## config.mk

```make
export PLATFORM = sky130hd
export DESIGN_NAME = eight_bit_serial_tx
export DESIGN_NICKNAME = d
export VERILOG_FILES = /design/src/rtl/eight_bit_serial_tx.sv
export SDC_FILE = /design/constraint.sdc
export NUM_CORES = 1
export LEC_CHECK = 0
export ABC_CLOCK_PERIOD_IN_PS = 4350
export BUFFER_PORTS_ARGS = -buffer_cell sky130_fd_sc_hd__buf_2
export CAP_MARGIN = 20
export CORE_MARGIN = 1.5
export CORE_UTILIZATION = 35
export CTS_BUF_LIST = sky130_fd_sc_hd__clkbuf_16
export DETAILED_ROUTE_END_ITERATION = 7
export GPL_TIMING_DRIVEN = 0
export PLACE_DENSITY_LB_ADDON = 0.08
export SLEW_MARGIN = 10
export SYNTH_ARGS = -nofsm -noshare
export SYNTH_HDL_FRONTEND = slang
export SYNTH_SLANG_ARGS = --single-unit
```

## constraint.sdc

```tcl
create_clock -name Clk -period 4.35 [get_ports Clk]
set_clock_uncertainty 0.15 [all_clocks]
set_input_delay 0.6525 -clock Clk [delete_from_list [all_inputs] [get_ports Clk]]
set_output_delay 0.6525 -clock Clk [all_outputs]
set_load 0.05 [all_outputs]
```

## src/rtl/eight_bit_serial_tx.sv

```systemverilog
`default_nettype none
// ============================================================================
// Module      : eight_bit_serial_tx
// Description : Parallel-to-serial byte transmitter. Frame = start(0),
//               8 data bits LSB first, even parity, stop(1). Each bit lasts
//               CLKS_PER_BIT clocks. TxD/Busy/Done are registered outputs.
// Revision    : 1.0 - initial release
// ============================================================================
module eight_bit_serial_tx #(
    parameter int unsigned CLKS_PER_BIT = 4
) (
    input  logic       Clk,
    input  logic       Rst,
    input  logic [7:0] I,
    input  logic       Load,
    output logic       TxD,
    output logic       Busy,
    output logic       Done
);

    typedef enum logic [2:0] {
        IDLE   = 3'd0,
        START  = 3'd1,
        DATA   = 3'd2,
        PARITY = 3'd3,
        STOP   = 3'd4
    } state_t;

    // Last value of the per-bit cycle counter; 0 when one clock per bit.
    localparam logic [7:0] C_LAST = 8'(CLKS_PER_BIT - 1);

    state_t     state_q, state_d;
    logic [7:0] cnt_q, cnt_d;
    logic [2:0] idx_q, idx_d;
    logic [7:0] shift_q, shift_d;
    logic       par_q, par_d;
    logic       txd_q, txd_d;
    logic       busy_q, busy_d;
    logic       done_q, done_d;
    logic       bit_end;

    assign bit_end = (cnt_q == C_LAST);

    // State and output registers; reset returns the line to idle-high.
    always_ff @(posedge Clk) begin
        if (Rst) begin
            state_q <= IDLE;
            cnt_q   <= 8'd0;
            idx_q   <= 3'd0;
            shift_q <= 8'd0;
            par_q   <= 1'b0;
            txd_q   <= 1'b1;
            busy_q  <= 1'b0;
            done_q  <= 1'b0;
        end else begin
            state_q <= state_d;
            cnt_q   <= cnt_d;
            idx_q   <= idx_d;
            shift_q <= shift_d;
            par_q   <= par_d;
            txd_q   <= txd_d;
            busy_q  <= busy_d;
            done_q  <= done_d;
        end
    end

    // Next-state logic; TxD is computed one edge ahead so it is registered.
    always_comb begin
        state_d = state_q;
        cnt_d   = cnt_q;
        idx_d   = idx_q;
        shift_d = shift_q;
        par_d   = par_q;
        txd_d   = txd_q;
        busy_d  = busy_q;
        done_d  = 1'b0;

        // Bit timer runs in every non-idle state and wraps at each bit boundary.
        if (state_q != IDLE) begin
            cnt_d = bit_end ? 8'd0 : cnt_q + 8'd1;
        end

        case (state_q)
            IDLE: begin
                txd_d  = 1'b1;
                busy_d = 1'b0;
                if (Load) begin
                    state_d = START;
                    shift_d = I;
                    par_d   = ^I;
                    cnt_d   = 8'd0;
                    txd_d   = 1'b0;
                    busy_d  = 1'b1;
                end
            end
            START: begin
                if (bit_end) begin
                    state_d = DATA;
                    idx_d   = 3'd0;
                    txd_d   = shift_q[0];
                end
            end
            DATA: begin
                if (bit_end) begin
                    if (idx_q == 3'd7) begin
                        state_d = PARITY;
                        txd_d   = par_q;
                    end else begin
                        idx_d   = idx_q + 3'd1;
                        shift_d = shift_q >> 1;
                        txd_d   = shift_q[1];
                    end
                end
            end
            PARITY: begin
                if (bit_end) begin
                    state_d = STOP;
                    txd_d   = 1'b1;
                end
            end
            STOP: begin
                if (bit_end) begin
                    state_d = IDLE;
                    txd_d   = 1'b1;
                    busy_d  = 1'b0;
                    done_d  = 1'b1;
                end
            end
            default: begin
                state_d = IDLE;
                txd_d   = 1'b1;
                busy_d  = 1'b0;
            end
        endcase
    end

    assign TxD  = txd_q;
    assign Busy = busy_q;
    assign Done = done_q;

endmodule
`default_nettype wire

```

==> impl_metrics.env, run 1 <==
export IMPL_cts_setup_buffers=0
export IMPL_grt_usage=0.1612
export IMPL_seqPwrFrac=0.479
export IMPL_vias=1247
export IMPL_yosysTopAreaCellShare=0.3516
export IMPL_grt_pass1_wl_um=5602
export IMPL_initialDrtViolationCount=87
export IMPL_synthCells=165
export IMPL_ys_seq_elements=26
export IMPL_clk_pin_slew_worst_paths_ps=60
export IMPL_crit_chain="ha_1 -> nor4b_4 -> o2111ai_1 -> or3_1 -> a21oi_1"
export IMPL_core_area_sq_um=4029
export IMPL_antenna_found_initial=0
export IMPL_routed_via_density=5.398
export IMPL_wl_per_cell_um=14.54
export IMPL_drc=0
export IMPL_ys_flop_type="dfxtp_1"
export IMPL_setup_violations=0
export IMPL_critPathMaxStageDelay_ps=400
export IMPL_outcome="finished, final reports clean"
export IMPL_clock_latency_ps=260
export IMPL_ys_warn_count=0
export IMPL_cts_resized=0
export IMPL_min_path_type="register to register"
export IMPL_relSlewSlack=0.6403
export IMPL_finalHoldViolations=0
export IMPL_final_area_sq_um=1682
export IMPL_die_area_sq_um=4628
export IMPL_swShare=0.2443
export IMPL_synth_async_sr_flop_share=0
export IMPL_start_util=0.3674
export IMPL_pwr_share_comb=0.145
export IMPL_cp_max_fo=7
export IMPL_synth_avg_cell_area_sq_um=8.971
export IMPL_grt_pass1_vias=1145
export IMPL_ir_drop_mv=0.1594
export IMPL_max_freq_mhz=482.2
export IMPL_syn_nets=179
export IMPL_yosys_cell_count_top_type="dfxtp_1"
export IMPL_cp_end_kind="register"
export IMPL_p_int_mw=0.4050
export IMPL_final_setup_tns_ps=0
export IMPL_synth_area_sq_um=1480
export IMPL_clock_root_buffer="clkbuf_16"
export IMPL_dpl_hpwl_um=2450
export IMPL_die_x_um=68.03
export IMPL_n_antenna_cell=0
export IMPL_pre_cts_slack_ps=2285
export IMPL_worst_setup_path_start_kind="register"
export IMPL_routed_wl_um=3359
export IMPL_portBuffers=12
export IMPL_numCtsBuffers=3
export IMPL_gp_congestion=0.7957
export IMPL_clock_power_share=0.377
export IMPL_worstSetupPathType="register to register"
export IMPL_synth_area_leaders="dfxtp_1 (35%), mux2i_1 (6.8%), a21oi_1 (6.4%)"
export IMPL_p_per_area_nw_per_um2=318.7
export IMPL_area_growth_pct=13.61
export IMPL_drive_above_1_share=0.1602
export IMPL_slew_viol_final=0
export IMPL_synth_top_cells_by_count="dfxtp_1 (26), a21oi_1 (19), mux2i_1 (10), nand2_1 (10)"
export IMPL_crit_required_ps=4390
export IMPL_cts_hold_buf=0
export IMPL_timing_rr_start="cnt_q[0]$_SDFF_PP0_"
export IMPL_ys_types=40
export IMPL_power_mw=0.5360
export IMPL_synth_edff_count=0
export IMPL_crit_slowest_cell="nor4b_4"
export IMPL_rsz0062_at_grt="no"
export IMPL_tritoncts="yes"
export IMPL_p_leak_nw=0.6475
export IMPL_io_pins=14
export IMPL_post_route_period_util=0.4768
export IMPL_max_cap_violations=0
export IMPL_cts_sinks=26
export IMPL_ant_nets=0
export IMPL_hold_ws_ps=317.0
export IMPL_clockBufferDepth=2
export IMPL_row_count=23
export IMPL_dpl_cell_area_sq_um=1603
export IMPL_drtPass1Iterations=4
export IMPL_switchingPower_mw=0.1310
export IMPL_fin_crit_ps=2074
export IMPL_die_h_um=68.03
export IMPL_startpoint="cnt_q[0]$_SDFF_PP0_"
export IMPL_worst_pin_slew_ps=539.6
export IMPL_worstPathArrival_ps=2110
export IMPL_finalWorstSetupSlack_ps=2276
export IMPL_grt_max_degree=15
export IMPL_cts_max_level=1
export IMPL_yosys_area_top_type="dfxtp_1"
export IMPL_final_nets=196
export IMPL_regToRegSetupSlack_ps=2280
export IMPL_gr_total_overflow=0
export IMPL_synth_seq_area_share=0.3516
export IMPL_hp_start="idx_q[1]$_SDFFE_PP0P_"
-- worst max-delay path, delay by kind of cell (launching register included) --
| kind | cells | cell delay (ps) |
|---|---|---|
| AOI/OAI and AO/OA | 2 | 450 |
| DFF | 1 | 360 |
| adders and majority gates | 1 | 230 |
| and+or+nand+nor | 2 | 790 |
-- registers in the layout (all words and copies together) (netlist names) --
signal   cells
Busy         1
Done         1
TxD          1
cnt_q        8
idx_q        3
par_q        1
shift_q      8
state_q      3
-- metal layers --
metal	global-route usage	up-vias	routed length, um
li1	-	645	-
met5	0	-	0
met1	0.2432	580	1810
met2	0.2354	20	1416
met4	0.03000	0	17
met3	0.03454	2	115
-- power groups by stage --
stage          clock network, mW  registers (mW)  logic, mW
4_1_cts                    0.208           0.256     0.0782
2_1_floorplan                  0           0.265     0.0524
3_3_place_gp                   0           0.262     0.0767
3_5_place_dp                   0           0.262     0.0777
5_1_grt                    0.220           0.257     0.0861
6_report                   0.202           0.256     0.0776
-- layout make-up --
type	instances	area, sq um
Buffer	12	77.57
Tap cell	50	62.56
Clock buffer	3	75.07
Fill cell	412	2347
Multi-Input combinational cell	124	870.8
Inverter	3	11.26
Timing Repair Buffer	12	60.06
Clock inverter	1	3.754
Sequential cell	26	520.5
-- kinds of logic (layout without fill, tap and decap cells) --
family,count (synthesis),in the layout,synth area share
multiplexers,10,10,0.06763
XOR/XNOR,9,9,0.05326
AO/OA/AOI/OAI,49,49,0.2308
buffers and inverters,15,31,0.06001
flip-flops,26,26,0.3516
adder cells (fa/ha/maj),3,3,0.02536
AND/OR/NAND/NOR,53,53,0.2113
-- cell usage in the layout (no fill, tap or decap), types with 4 or more instances in the layout --
cell,Yosys,final
nor3_1,4,4
a21oi_1,19,19
buf_6,4,4
nand2_1,10,10
a311oi_1,9,9
xnor2_1,7,7
buf_2,2,14
mux2i_1,10,10
o21ai_0,7,7
clkbuf_1,5,5
nor2_1,9,9
nor3b_1,4,4
dfxtp_1,26,26
-- through the flow --
step	instances	util
2_1_floorplan	165	-
3_3_place_gp	227	0.3978
3_5_place_dp	227	0.3978
4_1_cts	231	0.4174
5_1_grt	231	0.4174
6_report	231	0.4174
-- path summary, 6_finish.rpt --
check	to	depth (start not counted)
worst min-delay path	idx_q[1]$_SDFFE_PP0P_	2
worst max register to register	idx_q[0]$_SDFFE_PP0P_	5
worst max-delay path	idx_q[0]$_SDFFE_PP0P_	5
worst min register to register	idx_q[1]$_SDFFE_PP0P_	2
Note: power is estimated with default switching activity, not from simulation.
==> inputs of run 2 (changes only) <==
ABC_CLOCK_PERIOD_IN_PS = 2000   (was 4350)
clock period = 2 ns   (was 4.35 ns; I/O delays follow)
==> run 2 against run 1 <==
Net effect:
- global-route usage rose by 0.17 points
- hold slack lost 160 ps
- core utilization increased by 1.2 points
- critical path type unchanged
- count of clock-buffer cells in the layout did not move
- sequential power rose by 120%
- total power increased by 120%
- die area unchanged
==> impl_metrics.env, run 2 (same netlist as run 1, synthesis figures left out) <==
export IMPL_clockBufferDepth=2
export IMPL_n_antenna_cell=0
export IMPL_gr_total_overflow=0
export IMPL_row_count=23
export IMPL_die_h_um=68.03
export IMPL_numCtsBuffers=3
export IMPL_start_util=0.3674
export IMPL_grt_max_degree=15
export IMPL_p_leak_nw=0.6617
export IMPL_worst_setup_path_start_kind="register"
export IMPL_cp_max_fo=6
export IMPL_setup_violations=0
export IMPL_cp_end_kind="register"
export IMPL_largestRegisters="cnt_q x8, shift_q x8"
export IMPL_hp_start="I[7]"
export IMPL_die_area_sq_um=4628
export IMPL_p_per_area_nw_per_um2=676.3
export IMPL_final_setup_tns_ps=0
export IMPL_io_pins=14
export IMPL_wl_met3_um=117
export IMPL_dpl_hpwl_um=2450
export IMPL_grt_pass1_wl_um=5651
export IMPL_final_cell_mix="dfxtp_1 (26), a21oi_1 (19), buf_2 (14)"
export IMPL_rsz0062_at_grt="yes"
export IMPL_outcome="finished, final reports clean"
export IMPL_max_freq_mhz=515.4
export IMPL_r2r_cells=6
export IMPL_regToRegSetupSlack_ps=60
export IMPL_worstSetupPathType="register to register"
export IMPL_relSlewSlack=0.6304
export IMPL_fin_crit_ps=1940
export IMPL_clk_pin_slew_worst_paths_ps=60
export IMPL_wl_per_cell_um=14.98
export IMPL_endpoint="idx_q[0]$_SDFFE_PP0P_"
export IMPL_die_x_um=68.03
export IMPL_routed_wl_um=3490
export IMPL_crit_required_ps=2030
export IMPL_ant_nets=0
export IMPL_cts_max_level=1
export IMPL_cts_sinks=26
export IMPL_core_area_sq_um=4029
export IMPL_timing_rr_start="idx_q[0]$_SDFFE_PP0P_"
export IMPL_post_route_util=0.4295
export IMPL_min_path_type="input port to register"
export IMPL_slew_viol_final=0
export IMPL_fillers=407
export IMPL_final_nets=198
export IMPL_max_cap_violations=0
export IMPL_startpoint="idx_q[0]$_SDFFE_PP0P_"
export IMPL_antenna_found_initial=0
export IMPL_initialDrtViolationCount=80
export IMPL_placedCellCount=227
export IMPL_drtPass1Iterations=4
export IMPL_gp_congestion=0.7957
export IMPL_clock_root_buffer="clkbuf_16"
export IMPL_wl_met2_um=1493
export IMPL_top_layer_used="met4"
export IMPL_worst_pin_slew_ps=551.5
export IMPL_finalHoldViolations=0
export IMPL_layout_commonest_cell="dfxtp_1"
export IMPL_clock_latency_ps=260
export IMPL_tritoncts="yes"
export IMPL_post_route_period_util=0.9701
export IMPL_routed_via_density=5.476
export IMPL_grt_usage=0.1629
export IMPL_area_growth_pct=16.91
export IMPL_timing_rr_end="idx_q[0]$_SDFFE_PP0P_"
export IMPL_drc=0
export IMPL_vias=1276
export IMPL_grt_pass1_vias=1157
export IMPL_wl_met1_um=1834
export IMPL_worstPathArrival_ps=1970
export IMPL_layoutNonFillerInstCount=233
export IMPL_portBuffers=12
export IMPL_drive_above_1_share=0.2022
export IMPL_ir_drop_mv=0.3470
==> run 2: layout make-up <==
class	count	area (sq um)	share of cell area
buffer	12	77.57	0.04483
sequential	26	520.5	0.3008
tap	50	62.56	0.03615
clock buffer	3	75.07	0.04338
clock inverter	1	3.754	0.002169
multi-input combinational	124	904.6	0.5228
timing repair buffer	14	75.07	0.04338
inverter	3	11.26	0.006508
==> run 2: stage by stage <==
stage                     hold WS [ps]  cell area (sq um)  total power, mW  setup WS (ps)
after CTS                        156.8               1689            1.181          5.296
after detailed placement         305.2               1603           0.7378         -64.89
after global placement           293.7               1603           0.7363         -1.731
after floorplan                  285.6               1480           0.6910          207.0
final                            158.7               1730            1.170          59.72
after global routing             158.1               1730            1.229         -72.82
==> run 2: how the worst min path moves through the flow <==
stage                               to  slack [ps]  cells past startpoint
3_5_place_dp     idx_q[1]$_SDFFE_PP0P_         310                      2
3_3_place_gp     idx_q[2]$_SDFFE_PP0P_         290                      2
4_1_cts        shift_q[7]$_SDFFE_PP0P_         160                      3
5_1_grt        shift_q[7]$_SDFFE_PP0P_         160                      3
2_1_floorplan    idx_q[1]$_SDFFE_PP0P_         290                      2
6_report       shift_q[7]$_SDFFE_PP0P_         160                      3
==> run 2: timing repair <==
| action | CTS | global route |
|---|---|---|
| resized for setup | 0 | 7 |
| pin swaps | 0 | 1 |
| hold buffers | 0 | 0 |
| endpoints found under the setup margin | 4 | 10 |
| buffers inserted | 1 | 1 |
==> run 2: worst max-delay path, cell delays in order (launching register included) <==
cell	delay, ps
dfxtp_1	320
ha_1	210
ha_1	270
nor3b_2	250
o2111ai_4	180
or3_1	360
a21oi_1	120
==> run 2: metal layers <==
metal / up-vias / GRT usage
li1: 641 / -
met1: 607 / 0.2432
met2: 24 / 0.2367
met3: 4 / 0.03454
met4: 0 / 0.04000
met5: - / 0
==> run 2: power breakdown <==
part           leakage (nW)  internal [mW]  total [mW]  switching (mW)
Combinational         0.411         0.0730       0.172          0.0992
Sequential            0.212          0.542       0.559          0.0169
Clock                0.0385          0.267       0.440           0.172
Total                 0.662          0.882        1.17           0.288
==> inputs of run 3 (changes only) <==
CORE_ASPECT_RATIO = 1.75   (was not set)
==> run 3 against run 2 <==
Net effect:
- clock power grew 0.9%
- wire length is 0.63% lower
- flip-flop and latch count did not move
- core utilization down 0.98 points
- first-iteration DRC count decreased by 69%
- total power about the same
- die area is 0.33% higher
- via count is 1.5% higher
- non-clock buffer count stayed put
- sequential power barely moved
- global-route usage grew 0.61 points
- combinational power about the same
==> impl_metrics.env, run 3 (same netlist as run 1, synthesis figures left out) <==
export IMPL_min_path_type="input port to register"
export IMPL_clockBufferDepth=2
export IMPL_setup_violations=0
export IMPL_die_h_um=89.03
export IMPL_area_growth_pct=16.57
export IMPL_grt_max_degree=15
export IMPL_clock_power_share=0.379
export IMPL_largestRegisters="cnt_q x8, shift_q x8"
export IMPL_tritoncts="yes"
export IMPL_routed_via_density=5.582
export IMPL_gp_congestion=0.7873
export IMPL_post_route_util=0.4197
export IMPL_numCtsBuffers=3
export IMPL_antenna_found_initial=0
export IMPL_drive_above_1_share=0.1967
export IMPL_routed_wl_um=3468
export IMPL_vias=1295
export IMPL_cts_hold_buf=0
export IMPL_final_nets=198
export IMPL_finalHoldViolations=0
export IMPL_max_cap_violations=0
export IMPL_cts_sinks=26
export IMPL_io_pins=14
export IMPL_relSlewSlack=0.6422
export IMPL_cp_end_kind="register"
export IMPL_worst_setup_path_start_kind="register"
export IMPL_slew_viol_final=0
export IMPL_ir_drop_mv=0.4451
export IMPL_portBuffers=12
export IMPL_switchingPower_mw=0.2897
export IMPL_pwr_share_comb=0.145
export IMPL_initialDrtViolationCount=25
export IMPL_drc=0
export IMPL_clock_latency_ps=260
export IMPL_p_leak_nw=0.6666
export IMPL_drtPass1Iterations=4
export IMPL_p_per_area_nw_per_um2=678.6
export IMPL_start_util=0.3600
export IMPL_pre_cts_slack_ps=-48.23
export IMPL_fillers=457
export IMPL_swShare=0.2474
export IMPL_crit_required_ps=2040
export IMPL_final_cell_mix="dfxtp_1 (26), a21oi_1 (19), buf_2 (14)"
export IMPL_p_int_mw=0.8811
export IMPL_die_area_sq_um=4644
export IMPL_gr_total_overflow=0
export IMPL_layout_commonest_cell="dfxtp_1"
export IMPL_grt_usage=0.1690
export IMPL_die_x_um=52.16
export IMPL_outcome="finished, final reports clean"
export IMPL_post_route_period_util=0.9463
export IMPL_rsz0062_at_grt="yes"
export IMPL_n_antenna_cell=0
export IMPL_multiInputGateArea_sq_um=900.9
export IMPL_clock_root_buffer="clkbuf_16"
export IMPL_ant_nets=0
export IMPL_seq_area_sq_um=520.5
export IMPL_seqPwrFrac=0.476
export IMPL_clk_pin_slew_worst_paths_ps=60
export IMPL_cts_max_level=1
export IMPL_max_freq_mhz=528.4
export IMPL_grt_pass1_wl_um=5982
export IMPL_dpl_hpwl_um=2561
export IMPL_fin_crit_ps=1893
export IMPL_worstSetupPathType="register to register"
export IMPL_finalWorstSetupSlack_ps=107.5
export IMPL_cp_max_fo=6
export IMPL_worst_pin_slew_ps=536.8
export IMPL_wl_per_cell_um=14.95
export IMPL_row_count=31
export IMPL_grt_pass1_vias=1321
export IMPL_core_area_sq_um=4111
export IMPL_worstPathArrival_ps=1930
## run 3: cell counts in the layout (fill, tap and decap cells not counted)
No cell type changed its count.
## run 3: final cells by class
cell class,count,area share
tap,49,0.03553
buffer,12,0.04496
sequential,26,0.3017
timing repair buffer,14,0.04351
clock inverter,1,0.002175
clock buffer,3,0.04351
multi-input combinational,124,0.5221
inverter,3,0.006526
## run 3: critical path, stage by stage (launching register included)
cell and delay [ps]:
dfxtp_1 320, ha_1 200, ha_1 270, nor3b_2 200, o2111ai_2 210, or3_1 350
a21oi_1 120
## run 3: repair_timing
action / in CTS / in global routing
setup buffers: 2 / 0
pin swaps: 0 / 1
endpoints found under the setup margin: 6 / 6
resized for setup: 0 / 7
## run 3: final timing paths
kind	from	end	slack (ps)	cells past startpoint
setup / recovery	idx_q[0]$_SDFFE_PP0P_	idx_q[0]$_SDFFE_PP0P_	110	6
hold / removal	I[7]	shift_q[7]$_SDFFE_PP0P_	160	3
setup reg to reg	idx_q[0]$_SDFFE_PP0P_	idx_q[0]$_SDFFE_PP0P_	110	6
hold reg to reg	idx_q[1]$_SDFFE_PP0P_	idx_q[1]$_SDFFE_PP0P_	310	2
## run 3: power by group through the flow
stage	Sequential, mW	Clock, mW	Combinational [mW]
global placement	0.568	0	0.167
detailed placement	0.569	0	0.169
global route	0.560	0.480	0.188
floorplan	0.577	0	0.114
finish	0.558	0.444	0.169
CTS	0.557	0.459	0.170
## run 3: through the flow
step                hold slack (ps)  TNS (ps)  power [mW]  cells  area [sq um]
detailed placement            303.3    -167.8      0.7381    226          1602
CTS                           165.0         0       1.186    232          1695
floorplan                     285.6         0      0.6910    165          1480
global route                  180.2    -2.431       1.228    232          1725
finish                        161.5         0       1.171    232          1725
global placement              294.0    -41.18      0.7355    226          1602
## run 3: metal layers
layer	share of wire	track usage	up-vias
li1	-	-	646
met1	0.41	0.1872	621
met2	0.55	0.3142	22
met3	0.028	0.03010	6
met4	0.016	0.06061	0
met5	0	0	-
